**src/rtl/matrix_pkg.sv**
```systemverilog
// Shared definitions for the matrix host driver: FSM state encoding, header layout and timeout length.
// The timeout length is only used when the driver is built with MM_TIMEOUT_EN.
package matrix_pkg;

    localparam logic [2:0] ST_LOAD_HDR  = 3'd0;
    localparam logic [2:0] ST_LOAD_DATA = 3'd1;
    localparam logic [2:0] ST_RUN       = 3'd2;
    localparam logic [2:0] ST_READ      = 3'd3;
    localparam logic [2:0] ST_ERR       = 3'd4;

    localparam int HDR_M  = 0;
    localparam int HDR_N  = 1;
    localparam int HDR_P  = 2;
    localparam int A_BASE = 3;

    localparam int unsigned TIMEOUT_CYCLES = 32'd1 << 20;

endpackage

```
**src/rtl/result_skid_buffer.sv**
```systemverilog
// Two-entry FIFO carrying result words plus their last flag between the memory read pipe and the sink.
// The writer checks count_o before issuing a read, so the FIFO never sees a push while full.
module result_skid_buffer #(
    parameter int DW = 32
) (
    input  logic          clk_i,
    input  logic          rst_ni,
    input  logic [DW-1:0] in_data_i,
    input  logic          in_last_i,
    input  logic          in_valid_i,
    output logic [DW-1:0] out_data_o,
    output logic          out_last_o,
    output logic          out_valid_o,
    input  logic          out_ready_i,
    output logic [1:0]    count_o
);

    logic [DW-1:0] data_q [2];
    logic [1:0]    last_q;
    logic          wr_ptr_q;
    logic          rd_ptr_q;
    logic [1:0]    count_q;
    logic          push;
    logic          pop;

    assign push        = in_valid_i && (count_q != 2'd2);
    assign pop         = out_valid_o && out_ready_i;
    assign out_valid_o = (count_q != 2'd0);
    assign out_data_o  = data_q[rd_ptr_q];
    assign out_last_o  = last_q[rd_ptr_q];
    assign count_o     = count_q;

    always_ff @(posedge clk_i or negedge rst_ni) begin
        if (!rst_ni) begin
            for (int i = 0; i < 2; i++) data_q[i] <= '0;
            last_q   <= '0;
            wr_ptr_q <= 1'b0;
            rd_ptr_q <= 1'b0;
            count_q  <= 2'd0;
        end else begin
            if (push) begin
                data_q[wr_ptr_q] <= in_data_i;
                last_q[wr_ptr_q] <= in_last_i;
                wr_ptr_q         <= ~wr_ptr_q;
            end
            if (pop) rd_ptr_q <= ~rd_ptr_q;
            count_q <= count_q + 2'(push) - 2'(pop);
        end
    end

endmodule

```
**src/rtl/matrix_host_driver.sv**
```systemverilog
// Host-side loader/reader for the matrix multiplier memory port: header + A + B in, C streamed out.
// Define MM_TIMEOUT_EN to abort a RUN that never sees mm_result_ready within TIMEOUT_CYCLES.
module matrix_host_driver
    import matrix_pkg::*;
#(
    parameter int DATA_WIDTH  = 32,
    parameter int ADDR_WIDTH  = 12,
    parameter int MAX_LEN     = 100,
    parameter int MAX_LEN_LOG = 7
) (
    input  logic                  clk,
    input  logic                  reset,
    input  logic [DATA_WIDTH-1:0] s_data,
    input  logic                  s_valid,
    output logic                  s_ready,
    output logic [DATA_WIDTH-1:0] m_data,
    output logic                  m_valid,
    input  logic                  m_ready,
    output logic                  m_last,
    output logic                  busy,
    output logic                  error,
    output logic                  mm_reset,
    output logic [ADDR_WIDTH-1:0] mm_address,
    output logic [DATA_WIDTH-1:0] mm_data_in,
    output logic                  mm_write_enable,
    input  logic [DATA_WIDTH-1:0] mm_data_out,
    input  logic                  mm_result_ready
);

    localparam int PW = 2 * MAX_LEN_LOG;
    localparam int SW = PW + 2;
    localparam logic [SW-1:0] MEM_WORDS = SW'(2 ** ADDR_WIDTH);

    logic [2:0]             state_q, state_d;
    logic [1:0]             hdr_cnt_q, hdr_cnt_d;
    logic [MAX_LEN_LOG-1:0] dim_m_q, dim_m_d, dim_n_q, dim_n_d, dim_p;
    logic                   hdr_bad_q, hdr_bad_d;
    logic [SW-1:0]          data_left_q, data_left_d;
    logic [ADDR_WIDTH-1:0]  wr_addr_q, wr_addr_d;
    logic [DATA_WIDTH-1:0]  wr_data_q, wr_data_d;
    logic                   wr_en_q, wr_en_d;
    logic                   s_ready_q, s_ready_d;
    logic                   busy_q, busy_d;
    logic                   error_q, error_d;
    logic [ADDR_WIDTH-1:0]  rb_q, rb_d;
    logic [PW-1:0]          mp_q, mp_d;
    logic [ADDR_WIDTH-1:0]  rd_addr_q, rd_addr_d;
    logic [PW-1:0]          rd_cnt_q, rd_cnt_d;
    logic                   infl_q, infl_last_q;
`ifdef MM_TIMEOUT_EN
    logic [31:0]            timer_q, timer_d;
`endif

    logic                   accept, word_bad, hdr_fail, issue, pop;
    logic [PW-1:0]          mn, np, mp;
    logic [SW-1:0]          rb_full, end_full;
    logic [1:0]             buf_count;
    logic                   buf_last;

    assign accept   = s_valid && s_ready_q;
    assign word_bad = (s_data == '0) || (s_data > DATA_WIDTH'(MAX_LEN));
    assign dim_p    = s_data[MAX_LEN_LOG-1:0];
    assign mn       = PW'(dim_m_q) * PW'(dim_n_q);
    assign np       = PW'(dim_n_q) * PW'(dim_p);
    assign mp       = PW'(dim_m_q) * PW'(dim_p);
    assign rb_full  = SW'(A_BASE) + SW'(mn) + SW'(np);
    assign end_full = rb_full + SW'(mp);
    assign hdr_fail = hdr_bad_q || word_bad || (end_full > MEM_WORDS);

    // A read is issued only if the buffer can still hold it, counting the read already in flight.
    assign pop   = m_valid && m_ready;
    assign issue = (state_q == ST_READ) && (rd_cnt_q != mp_q) &&
                   ((3'(buf_count) + 3'(infl_q)) < (3'd2 + 3'(pop)));

    always_comb begin
        state_d     = state_q;
        hdr_cnt_d   = hdr_cnt_q;
        dim_m_d     = dim_m_q;
        dim_n_d     = dim_n_q;
        hdr_bad_d   = hdr_bad_q;
        data_left_d = data_left_q;
        wr_addr_d   = wr_addr_q;
        wr_data_d   = wr_data_q;
        wr_en_d     = 1'b0;
        busy_d      = busy_q;
        error_d     = error_q;
        rb_d        = rb_q;
        mp_d        = mp_q;
        rd_addr_d   = rd_addr_q;
        rd_cnt_d    = rd_cnt_q;
`ifdef MM_TIMEOUT_EN
        timer_d     = timer_q;
`endif
        case (state_q)
            ST_LOAD_HDR: begin
                if (accept) begin
                    busy_d    = 1'b1;
                    wr_en_d   = 1'b1;
                    wr_addr_d = ADDR_WIDTH'(hdr_cnt_q);
                    wr_data_d = s_data;
                    case (hdr_cnt_q)
                        2'd0: begin
                            dim_m_d   = s_data[MAX_LEN_LOG-1:0];
                            hdr_bad_d = word_bad;
                            hdr_cnt_d = 2'd1;
                        end
                        2'd1: begin
                            dim_n_d   = s_data[MAX_LEN_LOG-1:0];
                            hdr_bad_d = hdr_bad_q || word_bad;
                            hdr_cnt_d = 2'd2;
                        end
                        default: begin
                            hdr_cnt_d   = 2'd0;
                            rb_d        = rb_full[ADDR_WIDTH-1:0];
                            mp_d        = mp;
                            data_left_d = SW'(mn) + SW'(np);
                            if (hdr_fail) begin
                                state_d = ST_ERR;
                                error_d = 1'b1;
                            end else begin
                                state_d = ST_LOAD_DATA;
                            end
                        end
                    endcase
                end
            end
            ST_LOAD_DATA: begin
                // Linger one cycle after the final write so RUN starts only once memory holds B.
                if (data_left_q == '0) begin
                    state_d = ST_RUN;
`ifdef MM_TIMEOUT_EN
                    timer_d = '0;
`endif
                end else if (accept) begin
                    wr_en_d     = 1'b1;
                    wr_addr_d   = wr_addr_q + ADDR_WIDTH'(1);
                    wr_data_d   = s_data;
                    data_left_d = data_left_q - SW'(1);
                end
            end
            ST_RUN: begin
                if (mm_result_ready) begin
                    state_d   = ST_READ;
                    rd_addr_d = rb_q;
                    rd_cnt_d  = '0;
                end
`ifdef MM_TIMEOUT_EN
                else if (timer_q == 32'(TIMEOUT_CYCLES - 1)) begin
                    state_d = ST_ERR;
                    error_d = 1'b1;
                end else begin
                    timer_d = timer_q + 32'd1;
                end
`endif
            end
            ST_READ: begin
                if (issue) begin
                    rd_addr_d = rd_addr_q + ADDR_WIDTH'(1);
                    rd_cnt_d  = rd_cnt_q + PW'(1);
                end
                if (pop && buf_last) begin
                    state_d = ST_LOAD_HDR;
                    busy_d  = 1'b0;
                end
            end
            default: ;
        endcase
        s_ready_d = (state_d == ST_LOAD_HDR) ||
                    ((state_d == ST_LOAD_DATA) && (data_left_d != '0));
    end

    always_ff @(posedge clk or negedge reset) begin
        if (!reset) begin
            state_q     <= ST_LOAD_HDR;
            hdr_cnt_q   <= '0;
            dim_m_q     <= '0;
            dim_n_q     <= '0;
            hdr_bad_q   <= 1'b0;
            data_left_q <= '0;
            wr_addr_q   <= '0;
            wr_data_q   <= '0;
            wr_en_q     <= 1'b0;
            s_ready_q   <= 1'b0;
            busy_q      <= 1'b0;
            error_q     <= 1'b0;
            rb_q        <= '0;
            mp_q        <= '0;
            rd_addr_q   <= '0;
            rd_cnt_q    <= '0;
            infl_q      <= 1'b0;
            infl_last_q <= 1'b0;
`ifdef MM_TIMEOUT_EN
            timer_q     <= '0;
`endif
        end else begin
            state_q     <= state_d;
            hdr_cnt_q   <= hdr_cnt_d;
            dim_m_q     <= dim_m_d;
            dim_n_q     <= dim_n_d;
            hdr_bad_q   <= hdr_bad_d;
            data_left_q <= data_left_d;
            wr_addr_q   <= wr_addr_d;
            wr_data_q   <= wr_data_d;
            wr_en_q     <= wr_en_d;
            s_ready_q   <= s_ready_d;
            busy_q      <= busy_d;
            error_q     <= error_d;
            rb_q        <= rb_d;
            mp_q        <= mp_d;
            rd_addr_q   <= rd_addr_d;
            rd_cnt_q    <= rd_cnt_d;
            infl_q      <= issue;
            infl_last_q <= issue && (rd_cnt_q == mp_q - PW'(1));
`ifdef MM_TIMEOUT_EN
            timer_q     <= timer_d;
`endif
        end
    end

    // Read data arrives the cycle after its address, so the in-flight flag marks when to capture it.
    result_skid_buffer #(.DW(DATA_WIDTH)) u_result_buf (
        .clk_i       (clk),
        .rst_ni      (reset),
        .in_data_i   (mm_data_out),
        .in_last_i   (infl_last_q),
        .in_valid_i  (infl_q),
        .out_data_o  (m_data),
        .out_last_o  (buf_last),
        .out_valid_o (m_valid),
        .out_ready_i (m_ready),
        .count_o     (buf_count)
    );

    assign m_last          = m_valid && buf_last;
    assign s_ready         = s_ready_q;
    assign busy            = busy_q;
    assign error           = error_q;
    assign mm_reset        = (state_q != ST_RUN);
    assign mm_address      = (state_q == ST_READ) ? rd_addr_q : wr_addr_q;
    assign mm_data_in      = wr_data_q;
    assign mm_write_enable = wr_en_q;

endmodule

```
**config.mk**
```make
export PLATFORM = sky130hd
export DESIGN_NAME = matrix_host_driver
export DESIGN_NICKNAME = d
export VERILOG_FILES = /design/src/rtl/matrix_pkg.sv /design/src/rtl/result_skid_buffer.sv /design/src/rtl/matrix_host_driver.sv
export SDC_FILE = /design/constraint.sdc
export NUM_CORES = 1
export LEC_CHECK = 0
export BUFFER_PORTS_ARGS = -buffer_cell sky130_fd_sc_hd__buf_2
export CORE_AREA = 2 2 171 173
export DETAILED_ROUTE_END_ITERATION = 8
export DIE_AREA = 0 0 173 175
export PLACE_DENSITY_LB_ADDON = 0.1
export SLEW_MARGIN = 10
export SYNTH_ARGS = -nofsm -noshare
export SYNTH_HDL_FRONTEND = slang
export SYNTH_SLANG_ARGS = --single-unit
```
**constraint.sdc**
```tcl
create_clock -name clk -period 13.5 [get_ports clk]
set_input_delay 0.675 -clock clk [delete_from_list [all_inputs] [get_ports clk]]
set_output_delay 0.675 -clock clk [all_outputs]
set_load 0.03 [all_outputs]
```
# [Word level (Yosys, flattened, before mapping)]
# Index checks and enable logic that the tools add are counted.
[word_totals] reg_bits=208 latchBits=0 ram_bits=0 mem_bits_ro=0 in_bits=69 wordCells=151 memories=0
[op_classes] addsub=13 multipliers=3 n_div=0 order_cmp=9 n_eq_ne=15 shifts=0 mux=45 bitwise=5 n_reduce_logical=37
[ops] cell="$mux 32" count=6
[ops] cell="$mux 12" count=6
[ops] cell="$bwmux 64" count=1
[ops] cell="$mux 16" count=4
[ops] cell="$pmux 32 s2" count=1
[ops] cell="$pmux 12 s2" count=2
[ops] cell="$mul 7x7->14" count=3
[ops] cell="$demux 32 s1" count=1
[ops] cell="$gt 32x7->1 const B" count=1
[ops] cell="$logic_not 32->1" count=1
[ops] cell="$pmux 16 s2" count=1
[ops] cell="$mux 14" count=2
[ops] cell="$pmux 14 s2" count=1
[ops] cell="$add 12x1->12 const B" count=2
[ops] cell="$mux 3" count=6
[ops] cell="$reduce_and 3->1" count=6
[ops] cell="$add 15x14->16" count=1
[ops] cell="$add 16x14->16" count=1
[ops] cell="$gt 16x13->1 const B" count=1
[ops] cell="$logic_not 16->1" count=1
[ops] cell="$reduce_bool 16->1" count=1
[ops] cell="$sub 16x1->16 const B" count=1
[ops] cell="$add 14x14->15" count=1
[ops] cell="$add 2x14->15 const A" count=1
[ops] cell="other kinds (35)" count=75

# [Longest topological paths before layout]
# Gate-level depths: netlist of the first run.
[depth] ltp_word=13 mapped_depth=33

# [Cells and area by module]
# Synthesis of the first run repeated with hierarchy kept, for this count alone.
[hier_totals] hier_cells=1764 hier_area_um2=17070.1
[modules_own_cells] mod="matrix_host_driver" instances=1 cells_each=1563 area_per_inst_um2=13825.8 seq_area_each_um2=3453.3
[modules_own_cells] mod="result_skid_buffer" instances=1 cells_each=201 area_per_inst_um2=3244.4 seq_area_each_um2=1751.7

# [Worst setup path before layout of the first run]
# Ideal clock, no wire load.
[synth_path] kind="input to register" startpoint="input s_data[6]" endpoint="register s_ready_q (netlist: s_ready)" t_arrival_ps=7663 path_slack_ps=5743 cell_stages=28 path_buffers=2 path_cell_list="clkbuf_1 -> clkbuf_1 -> nand2_1 -> fa_1 -> fa_1 -> fa_1 -> inv_1 -> fa_1 -> ha_1 -> a21oi_1 -> o21ai_0 -> a41oi_1 -> nor2b_1 -> xnor2_1 -> ha_1 -> inv_1 -> fa_1 -> nor4_1 -> nor3b_1 -> nor3_1 -> xnor2_1 -> ha_1 -> inv_1 -> o32ai_1 -> nand2b_1 -> o41ai_1 -> o211ai_1 -> a211oi_1"
[synth_between] elab_chain_len=12
[synth_lines] item="from (decl)" line_no="matrix_host_driver.sv:13" source="input logic [DATA_WIDTH-1:0] s_data,"
[synth_lines] item="$mul 7x7->14" line_no="matrix_host_driver.sv:64" source="assign np = PW'(dim_n_q) * PW'(dim_p);"
[synth_lines] item="$add 15x14->16" line_no="matrix_host_driver.sv:66" source="assign rb_full = SW'(A_BASE) + SW'(mn) + SW'(np);"
[synth_lines] item="$add 16x14->16" line_no="matrix_host_driver.sv:67" source="assign end_full = rb_full + SW'(mp);"
[synth_lines] item="$gt 16x13->1" line_no="matrix_host_driver.sv:68" source="assign hdr_fail = hdr_bad_q || word_bad || (end_full > MEM_WORDS);"
[synth_lines] item="$logic_or 1x1->1" line_no="matrix_host_driver.sv:68"
[synth_lines] item="$mux 3" line_no="matrix_host_driver.sv:117" source="if (hdr_fail) begin"
[synth_lines] item="$mux 3" line_no="matrix_host_driver.sv:101" source="case (hdr_cnt_q)"
[synth_lines] item="$mux 3" line_no="matrix_host_driver.sv:96" source="if (accept) begin"
[synth_lines] item="$pmux 3 s4" line_no="matrix_host_driver.sv:94" source="case (state_q)"
[synth_lines] item="$eq 3x1->1" line_no="matrix_host_driver.sv:169" source="((state_d == ST_LOAD_DATA) && (data_left_d != '0));"
[synth_lines] item="$logic_and 1x1->1" line_no="matrix_host_driver.sv:169"
[synth_lines] item="$logic_or 1x1->1 (*)" line_no="matrix_host_driver.sv:168" source="s_ready_d = (state_d == ST_LOAD_HDR) ||"
[synth_lines] item="via s_ready_d" line_no="matrix_host_driver.sv:42" source="logic s_ready_q, s_ready_d;"
[synth_lines] item="to (signal assigned)" line_no="matrix_host_driver.sv:205" source="s_ready_q <= s_ready_d;"
[synth_lines] item="to (decl)" line_no="matrix_host_driver.sv:42"
# The timed path passes the listed nets; every way through them passes the cells marked *.
# A chain may end at the register's enable or synchronous reset.

# [Final worst setup path of the first run]
[layout_path] startpoint="register dim_m_q[4]" endpoint="register s_ready_q (netlist: s_ready)"
[layout_between] elab_chain_len=13
[layout_lines] item="from (decl)" line_no="matrix_host_driver.sv:36" source="logic [MAX_LEN_LOG-1:0] dim_m_q, dim_m_d, dim_n_q, dim_n_d, dim_p;"
[layout_lines] item="from (signal assigned)" line_no="matrix_host_driver.sv:198" source="dim_m_q <= dim_m_d;"
[layout_lines] item="$mul 7x7->14 (*)" line_no="matrix_host_driver.sv:63" source="assign mn = PW'(dim_m_q) * PW'(dim_n_q);"
[layout_lines] item="$add 2x14->15 (*)" line_no="matrix_host_driver.sv:66"
[layout_lines] item="$add 15x14->16 (*)" line_no="matrix_host_driver.sv:66"
[layout_lines] item="via rb_full[9]" line_no="matrix_host_driver.sv:56" source="logic [SW-1:0] rb_full, end_full;"
[layout_lines] item="$add 16x14->16 (*)" line_no="matrix_host_driver.sv:67"
[layout_lines] item="$gt 16x13->1 (*)" line_no="matrix_host_driver.sv:68"
[layout_lines] item="$logic_or 1x1->1 (*)" line_no="matrix_host_driver.sv:68"
[layout_lines] item="$mux 3 (*)" line_no="matrix_host_driver.sv:117"
[layout_lines] item="$mux 3 (*)" line_no="matrix_host_driver.sv:101"
[layout_lines] item="$mux 3 (*)" line_no="matrix_host_driver.sv:96"
[layout_lines] item="$pmux 3 s4 (*)" line_no="matrix_host_driver.sv:94"
[layout_lines] item="$eq 3x1->1" line_no="matrix_host_driver.sv:169"
[layout_lines] item="$logic_and 1x1->1" line_no="matrix_host_driver.sv:169"
[layout_lines] item="$logic_or 1x1->1 (*)" line_no="matrix_host_driver.sv:168"
[layout_lines] item="via s_ready_d" line_no="matrix_host_driver.sv:42"
# Marked as above.

==> flow_metrics.env, run 1 <==
export IMPL_dp_cells=2289
export IMPL_grt_pass1_wl_um=68400
export IMPL_crit_fanout=15
export IMPL_fin_crit_ps=8120
export IMPL_max_cap_violations=0
export IMPL_finalNonFillerCells=2332
export IMPL_syn_cell_area_um2=16900
export IMPL_wire_per_inst_um=18.0
export IMPL_cts_sinks=208
export IMPL_cts_resized_gates=0
export IMPL_drive_gt1_share_pct=18.2
export IMPL_first_pass_iters=5
export IMPL_critPathCaptureType="flop"
export IMPL_drc=0
export IMPL_ctsHoldBuffers=0
export IMPL_synth_top_area_share_pct=30.8
export IMPL_wl_um=41900
export IMPL_fin_ws_ps=5380
export IMPL_yosysUniqueCellTypes=77
export IMPL_die_y_um=175
export IMPL_ys_async_sr_fraction_pct=100
export IMPL_clkTransAtPathRegs_ps=60
export IMPL_htree_levels=1
export IMPL_final_setup_viol_count=0
export IMPL_critPathArrivalTime_ps=8560
export IMPL_syn_nets=2123
export IMPL_finalMaxSlewViolations=0
export IMPL_start_util_pct=59.6
export IMPL_syn_inst=1820
export IMPL_cts_setup_buffers=0
export IMPL_holdWs_ps=108
export IMPL_synth_seq_cells=208
export IMPL_insertion_delay_ps=540
export IMPL_drtIter0Drc=1070
export IMPL_vias=13500
export IMPL_ys_top_cells_by_area="dfrtp_1, ha_1, fa_1"
export IMPL_yosysSeqAreaShare_pct=30.8
export IMPL_cts_buffers=24
export IMPL_grt_util_all_layers_pct=27.5
export IMPL_dieArea_um2=30300
export IMPL_hold_viol_final=0
export IMPL_syn_mean_instance_area_um2=9.30
export IMPL_dp_hpwl_um=31900
export IMPL_fmax_mhz=123
export IMPL_rows=62
export IMPL_grt_met1_usage_pct=38.1
export IMPL_ys_warn_count=0
export IMPL_rsz0062_at_grt="false"
export IMPL_clk_path_buf_depth=3
export IMPL_yosys_most_used_dff="dfrtp_1"
export IMPL_core_area_um2=28400
export IMPL_worstPathRequired_ps=13930
export IMPL_path_class="reg2reg"
export IMPL_synth_edf_count=0
export IMPL_top_usage_layer="met2"
export IMPL_io_buffers=151
export IMPL_synth_top_area_cell="dfrtp_1"
export IMPL_place_gp_congestion=0.899
export IMPL_final_antenna_net_count=0
export IMPL_antenna_found_initial=0
export IMPL_diodes=0
export IMPL_dp_slack_ps=5280
export IMPL_tritoncts="yes"
export IMPL_slew_headroom_pct=32.6
export IMPL_cp_start_kind="flop"
export IMPL_num_io_pins=152
export IMPL_fp_dieW_um=173
export IMPL_nets=2234
export IMPL_min_period_over_period_pct=60.2
export IMPL_status="finished, final reports clean"
export IMPL_overflow=0
export IMPL_grt_pass1_vias=13300
export IMPL_grt_max_degree=83
export IMPL_tns_ps=0
export IMPL_syn_to_final_growth_pct=10.6
export IMPL_viasPerCell=5.80
export IMPL_root_buffer="clkbuf_16"
export IMPL_tightestPinTransition_ps=1010
export IMPL_grtUsageMet3_pct=3.24
export IMPL_clock_skew_ps=20.7
export IMPL_met2_usage_pct=46.2
export IMPL_hold_class="in2async"
## routing by layer
layer	share of wire [%]	up-vias
li1	-	6437
met1	45	6639
met2	48	364
met3	4.8	82
met4	2.6	0
met5	0	-
## placed cells by master, fill, tap and decap left out, types with 6 or more instances in the layout
cell type | Yosys | layout
nand2_1 | 306 | 306
dfrtp_1 | 208 | 208
buf_2 | 0 | 150
ha_1 | 148 | 148
inv_1 | 137 | 137
mux2_2 | 120 | 120
and2_1 | 99 | 99
fa_1 | 86 | 86
nor2_1 | 77 | 75
xnor2_1 | 66 | 66
a21oi_1 | 64 | 64
o21ai_0 | 51 | 51
nor3_1 | 40 | 40
xor2_1 | 35 | 35
nand3_1 | 26 | 26
nor4_1 | 24 | 24
clkbuf_16 | 0 | 24
nand4_1 | 17 | 17
o211ai_1 | 15 | 15
and3_1 | 15 | 15
a21o_1 | 13 | 13
buf_4 | 1 | 13
or3_1 | 12 | 12
nand2b_1 | 12 | 12
a211oi_1 | 10 | 10
a31oi_1 | 10 | 10
or4_1 | 10 | 10
nor2b_1 | 9 | 9
o22ai_1 | 9 | 9
a21boi_0 | 8 | 8
or2_2 | 8 | 8
o21a_1 | 7 | 7
o21bai_1 | 6 | 6
clkbuf_8 | 1 | 6
## kinds of logic (layout without fill, tap and decap cells)
family                   Yosys count  after routing  synth area share [%]
XOR/XNOR                         101            101                  5.23
flip-flops                       208            208                  30.8
buffers and inverters            216            344                  5.09
AO/OA/AOI/OAI                    254            254                  9.95
AND/OR/NAND/NOR                  682            682                  19.6
adder cells (fa/ha/maj)          234            234                  21.1
multiplexers                     125            125                  8.29
## stage by stage
| step | util (%) | area, um^2 |
|---|---|---|
| after floorplan | - | 16900 |
| after global placement | 63.1 | 17900 |
| after global routing | 65.9 | 18700 |
| after detailed placement | 63.1 | 17900 |
| after CTS | 65.9 | 18700 |
| final | 65.9 | 18700 |
## critical path, stage by stage, from the launching register on
cell and delay [ps]:
dfrtp_1 600, and2_1 300, fa_1 510, inv_1 50
fa_1 460, fa_1 550, inv_1 60, fa_1 470
ha_1 320, a21boi_0 320, nor2_1 100, xnor2_1 340
ha_1 360, ha_1 270, nor3_1 310, o31a_1 230
nor2_1 50, a21oi_1 240, xor2_1 130, ha_1 430
nand3_1 150, nor3_1 280, nand2_1 130, o32ai_1 330
nand2b_1 100, o41ai_1 440, o211ai_1 200, a211oi_1 260
## registers in the layout (all words and copies together) (netlist names), 3 cells and up
| register | cells |
|---|---|
| rd_cnt_q | 14 |
| wr_addr_q | 12 |
| mm_data_in | 32 |
| rb_q | 12 |
| dim_n_q | 7 |
| rd_addr_q | 12 |
| u_result_buf.data_q | 64 |
| dim_m_q | 7 |
| data_left_q | 16 |
| state_q | 3 |
| mp_q | 14 |
## cell type report
| type | count | area, um^2 |
|---|---|---|
| fillers | 2354 | 9670 |
| clock buffers | 33 | 684 |
| inverters | 137 | 514 |
| repair buffers | 164 | 862 |
| flip-flops and latches | 208 | 5200 |
| clock inverters | 10 | 116 |
| well taps | 384 | 480 |
| multi-input cells | 1396 | 10900 |
## cells in the mapped netlist (all sizes together) (5+ instances only)
master / n
o311ai: 6
a41oi: 5
or2: 8
a21oi: 64
nor4: 25
nand3b: 5
nor3b: 6
o21ai: 53
xor2: 35
ha: 148
o21bai: 6
a311oi: 5
a211oi: 10
a31oi: 10
or3: 13
nor2: 77
xnor2: 66
o211ai: 15
o21a: 7
or4: 12
and2: 99
nand2b: 12
o22ai: 9
fa: 86
and3: 16
buf: 14
dfrtp: 208
nand4: 17
a21boi: 8
inv: 137
nor2b: 9
mux2: 121
nand2: 307
a21o: 15
nor3: 40
clkbuf: 65
nand3: 26
## path summary, 6_finish.rpt
kind	slack (ps)	start	cells after the start	to
worst min-delay path	110	reset	1	rd_addr_q[2]
worst max-delay path	5380	dim_m_q[4]	27	s_ready
worst max register to register	5380	dim_m_q[4]	27	s_ready
min in group clk	350	s_data[27]	3	mm_data_in[27]
worst min register to register	460	mm_data_in[0]	2	mm_data_in[0]
max in group asynchronous	12020	reset	2	infl_last_q
Power of run 1 is left out: the tool's default activity adds up to more than one toggle a clock period on the data nets, which glitch-free logic cannot reach.
==> run 2: changes to the inputs <==
- CORE_AREA: 2 2 171 173 -> 2 2 177 179
- DIE_AREA: 0 0 173 175 -> 0 0 179 181
- clock period: 13.5 -> 6.6 ns (I/O delays scaled with it)
==> run 2 against run 1 <==
Compared with the run above: the flow now finishes with violations (setup timing); first-iteration DRC count down 4.4%; clock-buffer cell count down 3; worst setup slack worse by 5900 ps; fmax rose by 14%; design area is 9.8% higher; critical path depth unchanged.
==> flow_metrics.env, run 2 (synthesis results as in run 1) <==
export IMPL_status="finished with violations"
export IMPL_violations="setup timing"
export IMPL_rr_startpoint="dim_n_q[1]"
export IMPL_fin_ws_ps=-522
export IMPL_clkTransAtPathRegs_ps=60
export IMPL_tns_ps=-2480
export IMPL_finalMaxSlewViolations=0
export IMPL_fin_util_pct=67.7
export IMPL_hold_class="in2reg"
export IMPL_hold_start="s_data[26]"
export IMPL_vias=14300
export IMPL_die_y_um=181
export IMPL_slew_headroom_pct=36.8
export IMPL_hold_viol_final=0
export IMPL_final_setup_viol_count=5
export IMPL_io_buffers=151
export IMPL_start_util_pct=55.8
export IMPL_clock_skew_ps=28.2
export IMPL_startpoint="dim_n_q[1]"
export IMPL_root_buffer="clkbuf_16"
export IMPL_place_gp_congestion=0.928
export IMPL_path_class="reg2reg"
export IMPL_fin_crit_ps=7120
export IMPL_grt_util_all_layers_pct=27.7
export IMPL_dp_hpwl_um=33800
export IMPL_cts_buffers=24
export IMPL_syn_to_final_growth_pct=21.5
export IMPL_dieArea_um2=32400
export IMPL_final_antenna_net_count=0
export IMPL_grt_max_degree=172
export IMPL_register_area_um2=5210
export IMPL_fp_dieW_um=179
export IMPL_reg2reg_slack_ps=-520
export IMPL_antenna_found_initial=2
export IMPL_layout_commonest_cell="nand2_1"
export IMPL_reg2regPathDepth=27
export IMPL_tritoncts="yes"
export IMPL_critPathCaptureType="flop"
export IMPL_wl_um=44800
export IMPL_wire_per_inst_um=17.8
export IMPL_drtIter0Drc=1023
export IMPL_cp_start_kind="flop"
export IMPL_grt_pass1_wl_um=72900
export IMPL_crit_fanout=6
export IMPL_worstPathRequired_ps=7000
export IMPL_largest_reg_flops=64
export IMPL_insertion_delay_ps=530
export IMPL_overflow=0
export IMPL_core_area_um2=30300
export IMPL_htree_levels=1
export IMPL_design_area_um2=20600
export IMPL_holdPathStages=3
export IMPL_first_pass_iters=5
export IMPL_crit_end="state_q[2]"
export IMPL_cts_sinks=208
export IMPL_critPathArrivalTime_ps=7520
export IMPL_dp_slack_ps=-563
export IMPL_grt_pass1_vias=14500
export IMPL_rows=64
export IMPL_tightestPinTransition_ps=948
export IMPL_multi_input_area_um2=11300
export IMPL_rsz0062_at_grt="true"
export IMPL_viasPerCell=5.68
export IMPL_clk_path_buf_depth=3
export IMPL_final_cell_mix="nand2_1, dfrtp_1, buf_4"
export IMPL_fmax_mhz=140
export IMPL_min_period_over_period_pct=108
export IMPL_max_cap_violations=0
export IMPL_nets=2401
export IMPL_drc=0
export IMPL_place_area_um2=19100
export IMPL_regMostFlops="u_result_buf.data_q"
export IMPL_nFillCells=2470
export IMPL_num_io_pins=152
export IMPL_drive_gt1_share_pct=28.5
export IMPL_r2r_end="state_q[2]"
## run 2: cell type report
type | count | area share, %
inverter | 137 | 2.50
timing repair buffer | 331 | 10.4
clock buffer | 30 | 3.18
sequential | 208 | 25.3
tap | 396 | 2.41
multi-input combinational | 1396 | 55.2
clock inverter | 12 | 0.901
antenna | 2 | 0.0244
## run 2: repair_timing
action / CTS / global route
hold buffers: 4 / 0
resized for setup: 44 / 34
hold endpoints to repair: 40 / 0
buffers inserted: 19 / 10
pin swaps: 28 / 39
setup endpoints to repair: 4 / 5
gates cloned: 0 / 0
## run 2: worst max-delay path, stage by stage, from the launching register on
cell,delay [ps]
dfrtp_2,460
and2_4,180
fa_1,550
inv_2,40
fa_1,440
fa_1,500
inv_2,40
fa_1,550
ha_4,220
a21boi_4,140
or3_4,340
a31oi_4,180
xnor2_2,140
ha_2,200
inv_2,40
fa_2,620
nor2b_2,70
o31ai_1,240
a21oi_1,130
nor3_2,220
xnor2_1,110
ha_1,330
inv_2,60
o32ai_4,290
nand2b_1,140
o41ai_4,340
o211ai_1,210
a21o_1,220
## run 2: how the worst min path moves through the flow
stage	slack [ps]	endpoint
floorplan	30	busy
global placement	270	wr_addr_q[9]
detailed placement	270	wr_addr_q[9]
CTS	1	mm_data_in[14]
global route	20	mm_data_in[14]
finish	20	mm_data_in[26]
## run 2: stage by stage
stage | hold slack [ps] | std cells
2_1_floorplan | 34.4 | 1820
3_3_place_gp | 266 | 2435
3_5_place_dp | 270 | 2435
4_1_cts | 1.39 | 2500
5_1_grt | 18.0 | 2512
6_report | 18.9 | 2512
## run 2: metal layers
metal	vias to the layer above	routed length, um	GRT usage [%]
li1	6778	-	-
met1	7033	19200	36.4
met2	355	22300	47.6
met3	103	1830	3.05
met4	0	1480	9.14
met5	-	0	0
Power of run 2 is left out for the same reason.
